[config.mk]
export PLATFORM = sky130hd
export DESIGN_NAME = lockin_mux_demod
export DESIGN_NICKNAME = d
export VERILOG_FILES = /design/src/rtl/lockin_pkg.sv /design/src/rtl/lockin_mac.sv /design/src/rtl/lockin_mux_demod.sv
export SDC_FILE = /design/constraint.sdc
export NUM_CORES = 2
export LEC_CHECK = 0
export ABC_CLOCK_PERIOD_IN_PS = 10200
export BUFFER_PORTS_ARGS = -buffer_cell sky130_fd_sc_hd__buf_4
export CAP_MARGIN = 10
export CORE_MARGIN = 3
export CORE_UTILIZATION = 50
export CTS_CLUSTER_DIAMETER = 200
export DETAILED_ROUTE_END_ITERATION = 16
export PLACE_DENSITY_LB_ADDON = 0.12
export SYNTH_ARGS = -nofsm -noshare
export SYNTH_HDL_FRONTEND = slang
export SYNTH_SLANG_ARGS = --single-unit
[constraint.sdc]
create_clock -name clk_i -period 10.2 [get_ports clk_i]
set_input_delay 1.53 -clock clk_i [delete_from_list [all_inputs] [get_ports clk_i]]
set_output_delay 1.53 -clock clk_i [all_outputs]
set_load 0.05 [all_outputs]
[src/rtl/lockin_pkg.sv]
// lockin_pkg: shared FSM state type and default parameters for the lock-in demodulator.
package lockin_pkg;
    typedef enum logic [1:0] {IDLE, MAC, DUMP} state_t;
    localparam int DEF_NUM_CH     = 4;
    localparam int DEF_DATA_W     = 24;
    localparam int DEF_DECIM_LOG2 = 7;
endpackage

[src/rtl/lockin_mac.sv]
// lockin_mac: shared multiplier, I/Q accumulator bank and output scaling.
// Define LOCKIN_SAT_EN to saturate outputs instead of keeping the low DATA_W bits.
module lockin_mac
    import lockin_pkg::*;
#(
    parameter int NUM_CH     = DEF_NUM_CH,
    parameter int DATA_W     = DEF_DATA_W,
    parameter int DECIM_LOG2 = DEF_DECIM_LOG2,
    parameter int SW         = 3
) (
    input  logic                        clk_i,
    input  logic                        reset_i,
    input  logic                        i_en,
    input  logic                        i_dump,
    input  logic [SW-1:0]               i_step,
    input  logic [NUM_CH*DATA_W-1:0]    i_sig,
    input  logic signed [DATA_W-1:0]    i_sin,
    input  logic signed [DATA_W-1:0]    i_cos,
    output logic [NUM_CH*DATA_W-1:0]    o_i,
    output logic [NUM_CH*DATA_W-1:0]    o_q
);
    localparam int AW = 2 * DATA_W + DECIM_LOG2;
    localparam int PW = 2 * DATA_W;
    localparam int SH = DATA_W + DECIM_LOG2 - 1;
`ifdef LOCKIN_SAT_EN
    localparam logic signed [AW-1:0] MAXV = {{(AW-DATA_W+1){1'b0}}, {(DATA_W-1){1'b1}}};
    localparam logic signed [AW-1:0] MINV = ~MAXV;
`endif

    logic signed [AW-1:0]     r_acc_i [NUM_CH];
    logic signed [AW-1:0]     r_acc_q [NUM_CH];
    logic signed [DATA_W-1:0] r_i [NUM_CH];
    logic signed [DATA_W-1:0] r_q [NUM_CH];
    logic signed [DATA_W-1:0] w_a, w_b;
    logic signed [PW-1:0]     w_prod;

    function automatic logic signed [DATA_W-1:0] reduce(input logic signed [AW-1:0] a);
`ifdef LOCKIN_SAT_EN
        logic signed [AW-1:0] s;
        s = a >>> SH;
        return (s > MAXV) ? DATA_W'(MAXV) : (s < MINV) ? DATA_W'(MINV) : DATA_W'(s);
`else
        return DATA_W'(a >>> SH);
`endif
    endfunction

    // even steps use the in-phase reference, odd steps the quadrature one
    always_comb begin
        w_a = '0;
        for (int c = 0; c < NUM_CH; c++)
            if ((i_step >> 1) == SW'(c)) w_a = i_sig[c*DATA_W +: DATA_W];
        w_b = i_step[0] ? i_cos : i_sin;
        w_prod = PW'(w_a) * PW'(w_b);
    end

    always_ff @(posedge clk_i) begin
        if (reset_i) begin
            for (int c = 0; c < NUM_CH; c++) begin
                r_acc_i[c] <= '0;
                r_acc_q[c] <= '0;
                r_i[c]     <= '0;
                r_q[c]     <= '0;
            end
        end else begin
            for (int c = 0; c < NUM_CH; c++) begin
                if (i_dump) begin
                    r_i[c]     <= reduce(r_acc_i[c]);
                    r_q[c]     <= reduce(r_acc_q[c]);
                    r_acc_i[c] <= '0;
                    r_acc_q[c] <= '0;
                end else if (i_en && i_step == SW'(2*c)) begin
                    r_acc_i[c] <= r_acc_i[c] + AW'(w_prod);
                end else if (i_en && i_step == SW'(2*c+1)) begin
                    r_acc_q[c] <= r_acc_q[c] + AW'(w_prod);
                end
            end
        end
    end

    // results are presented during the dump cycle itself so they line up with done_o
    for (genvar g = 0; g < NUM_CH; g++) begin : g_out
        assign o_i[g*DATA_W +: DATA_W] = i_dump ? reduce(r_acc_i[g]) : r_i[g];
        assign o_q[g*DATA_W +: DATA_W] = i_dump ? reduce(r_acc_q[g]) : r_q[g];
    end
endmodule

[src/rtl/lockin_mux_demod.sv]
// lockin_mux_demod: time-multiplexed multi-channel lock-in I/Q demodulator with block decimation.
// Define LOCKIN_SAT_EN to saturate outputs instead of wrapping.
module lockin_mux_demod
    import lockin_pkg::*;
#(
    parameter int NUM_CH     = DEF_NUM_CH,
    parameter int DATA_W     = DEF_DATA_W,
    parameter int DECIM_LOG2 = DEF_DECIM_LOG2
) (
    input  logic                        clk_i,
    input  logic                        reset_i,
    input  logic                        tick_i,
    input  logic [NUM_CH*DATA_W-1:0]    sig_i,
    input  logic signed [DATA_W-1:0]    sin_i,
    input  logic signed [DATA_W-1:0]    cos_i,
    input  logic                        clr_ovr_i,
    output logic [NUM_CH*DATA_W-1:0]    i_o,
    output logic [NUM_CH*DATA_W-1:0]    q_o,
    output logic                        done_o,
    output logic                        overrun_o,
    output logic [31:0]                 count_o
);
    localparam int SW = $clog2(2 * NUM_CH);

    state_t                    r_state, w_next;
    logic [SW-1:0]             r_step;
    logic [DECIM_LOG2-1:0]     r_idx;
    logic [NUM_CH*DATA_W-1:0]  r_sig;
    logic signed [DATA_W-1:0]  r_sin, r_cos;
    logic                      r_ovr;
    logic [31:0]               r_count;
    logic                      w_last, w_wrap;

    always_comb begin
        w_next = r_state;
        w_last = r_step == SW'(2*NUM_CH-1);
        w_wrap = &r_idx;
        if (r_state == IDLE && tick_i) w_next = MAC;
        if (r_state == MAC && w_last) w_next = w_wrap ? DUMP : IDLE;
        if (r_state == DUMP) w_next = IDLE;
    end

    always_ff @(posedge clk_i) begin
        if (reset_i) begin
            r_state <= IDLE;
            r_step  <= '0;
            r_idx   <= '0;
            r_sig   <= '0;
            r_sin   <= '0;
            r_cos   <= '0;
            r_ovr   <= 1'b0;
            r_count <= '0;
        end else begin
            r_state <= w_next;
            r_step  <= (r_state == MAC && !w_last) ? r_step + SW'(1) : '0;
            if (r_state == IDLE && tick_i) begin
                r_sig <= sig_i;
                r_sin <= sin_i;
                r_cos <= cos_i;
            end
            if (r_state == MAC && w_last) r_idx <= r_idx + DECIM_LOG2'(1);
            // a new overrun wins over a simultaneous clear
            r_ovr <= (tick_i && r_state != IDLE) || (r_ovr && !clr_ovr_i);
            if (r_state == DUMP) r_count <= r_count + 32'd1;
        end
    end

    assign done_o    = r_state == DUMP;
    assign overrun_o = r_ovr;
    assign count_o   = r_count;

    lockin_mac #(
        .NUM_CH(NUM_CH), .DATA_W(DATA_W), .DECIM_LOG2(DECIM_LOG2), .SW(SW)
    ) u_mac (
        .clk_i(clk_i), .reset_i(reset_i),
        .i_en(r_state == MAC), .i_dump(r_state == DUMP), .i_step(r_step),
        .i_sig(r_sig), .i_sin(r_sin), .i_cos(r_cos),
        .o_i(i_o), .o_q(q_o)
    );
endmodule

==> results.yml <==
outcome:
  status: "finished with violations"
  violations: "setup timing"
yosys:
  netlist_top_cells_count: "872 x nor2_1, 850 x nand2_1, 725 x inv_1"
  synth_top_area_share: 0.252
  ys_ff_latch: 813
  synth_ff_type: "edfxtp_1"
  synth_edf_count: 624
  avgSynthCellArea_sq_um: 9.48
  async_flop_share: 0
  yosysMostFrequentCell: "nor2_1"
  syn_nets: 9185
  syn_area_sq_um: 74300
  ys_top_cells_by_area: "edfxtp_1 25%, fa_1 17%, ha_1 9.8%, dfxtp_1 5.1%, nor2_1 4.4%"
  yosysSeqAreaShare: 0.303
  synth_cells: 7840
  synth_top_area_cell: "edfxtp_1"
  yosys_warnings: 0
  ys_types: 87
die:
  initial_core_util: 0.507
  design.core.area_sq_um: 147000
  fp.dieW_microns: 392
  die_h_microns: 392
  ios: 374
  num_rows: 140
  die_area_sq_um: 153000
clocking:
  numCtsBuffers: 93
  ctsRootBufferMaster: "clkbuf_16"
  cts_tree: "built"
  worst_skew_pair.late_latency_ps: 740
  clockBufferDepth: 3
  postCtsHoldBufs: 0
  clock_sink_count: 813
  h-tree-depth: 3
  clk_pin_slew_ps: 60
finish:
  finalNetCount: 10700
  post-route-util: 0.655
  syn2layout_area_growth_pct: 29.2
  drive_above_1_share: 0.274
place:
  io_buffers: 373
  hpwlAfterDp_microns: 185000
  gp_congestion: 0.975
grt:
  first_global_vias: 62700
  grt_antenna_before_repair: 8
  grt_usage: 0.306
  grt_pass1_wl_microns: 362000
  grt_max_degree: 125
  grt_overflow: 0
timing:
  drv_slew: 0
  rsz0062_at_grt: "yes"
  tightest_slew_ps: 1250
  slew_headroom: 0.163
  fin_skew_ps: 41.6
  fin_crit_ps: 10350
  min_period_over_period: 1.02
  finalWorstSetupSlack_ps: -154
  setup_violations: 20
  finalHoldViolCount: 0
  fmax_mhz: 96.6
worst_setup_path:
  end_kind: "flop"
  start_kind: "flop"
  critPathMaxFanout: 7
  critPathKind: "reg -> reg"
  critPathRequiredTime_ps: 10640
  critPathMaxStageDelay_ps: 550
  critPathSlowestCell: "fa_1"
  cp_data_arrival_time_ps: 10790
  crit_top_cell: "fa_1"
routing:
  avgRoutedWirePerCell_microns: 21.1
  drtIter0Drc: 4973
  first_pass_iters: 6
  drc: 0
  antenna_left: 0
  routed_wl_microns: 240000
  via_per_inst: 5.63
  vias: 64000
pwr:
  ir_drop_mv: 0.354
  finalPower_w: 0.0253
  leakage_nw: 44.3
  power_density_nw_per_um2: 263
min_path:
  hp-class: "reg -> reg"
flow_run:
  drv_cap: 0
-- critical path: cells and delay by family, from the launching register on --
family	cells	cell delay (ps)
buf+inv	14	1540
fa+ha+maj	9	4090
xor+xnor	1	240
flops	1	430
mux	2	520
compound gates	11	2070
simple gates	10	1170
-- through the flow --
stage	worst slack, ps	area, sq um	instances	TNS, ps	hold WS (ps)
5_1_grt	-507	96000	11400	-20310	474
6_report	-154	96000	11400	-1090	454
2_1_floorplan	42.6	74500	7840	0	433
3_5_place_dp	-1070	88600	11100	-63560	446
3_3_place_gp	-934	88600	11100	-48660	440
4_1_cts	-29.6	93100	11300	-46.2	454
-- flip-flops by register name, summed over array words and instances, names as in the netlist, 24 cells and up --
| signal | flops |
|---|---|
| count_o | 32 |
| r_cos | 24 |
| r_sig | 96 |
| r_sin | 24 |
| u_mac.r_acc_i | 216 |
| u_mac.r_acc_q | 216 |
| u_mac.r_i | 96 |
| u_mac.r_q | 96 |
-- layer usage --
| layer | part of all wire | GRT usage | routed length [microns] | up-vias |
|---|---|---|---|---|
| met4 | 0.035 | 0.0990 | 8340 | 0 |
| met3 | 0.074 | 0.0510 | 17900 | 378 |
| li1 | - | - | - | 29900 |
| met1 | 0.44 | 0.439 | 107000 | 31700 |
| met5 | 0 | 0 | 0 | - |
| met2 | 0.45 | 0.472 | 107000 | 1984 |
-- final cells by class --
class	count	area (sq um)
antenna	4	10.0
inverter	726	2740
tap	1917	2400
multi-input combinational	6017	51000
fill	12000	50600
clock buffer	129	2620
timing repair buffer	1716	14200
sequential	813	22500
clock inverter	42	529
-- worst paths after layout --
check,from,end,slack (ps),cells after the start
max,r_step[2],u_mac.r_acc_q[0][108],-150,47
min reg2reg,r_sig[10],r_sig[10],450,2
min,r_sig[10],r_sig[10],450,2
max reg2reg,r_step[2],u_mac.r_acc_q[0][108],-150,47
-- cell families after synthesis --
group / after synthesis / synth area share
adders and majority gates: 1197 / 0.264
DFF: 813 / 0.303
and+or+nand+nor: 2557 / 0.155
buffers and inverters: 1010 / 0.0511
muxes: 293 / 0.0434
AOI/OAI and AO/OA: 1545 / 0.133
xor gates and xnor gates: 425 / 0.0502
-- cells in the final DEF, fill, tap and decap left out, types with 17 or more instances in the layout --
cell type,n
clkbuf_16,96
a21oi_1,467
ha_1,521
ha_4,57
fa_1,601
xnor2_1,206
buf_6,63
buf_4,1563
mux2i_1,44
dfxtp_1,186
xnor2_2,17
nor2_2,19
nor3b_1,24
a21o_1,272
and3_1,55
inv_1,708
o21ai_2,36
a211oi_1,39
o21bai_1,66
nor2_1,846
and2_1,239
clkbuf_1,22
o21ai_1,44
nor2b_1,63
xor2_1,192
and4_1,18
a31oi_1,37
nand3_1,73
buf_8,17
o211ai_1,19
nand2_1,832
o21a_1,78
nand4_1,66
o21ai_0,156
edfxtp_1,624
mux2_2,228
buf_12,71
nor3_1,107
a21oi_2,76
nand2b_1,73
-- timing repair --
action	CTS	global route
endpoints found under the setup margin	160	163
cloned	0	1
pin swaps	83	301
setup buffers	34	94
gates resized for setup	216	458
-- power breakdown --
group	switching [W]	leakage [nW]	total [W]	internal [W]
clock network	0.00149	1.53	0.00351	0.00203
registers	0.000119	8.01	0.00385	0.00373
logic	0.00929	34.7	0.0179	0.00865
total	0.0109	44.3	0.0253	0.0144
Power figures use the tool's default switching activity.
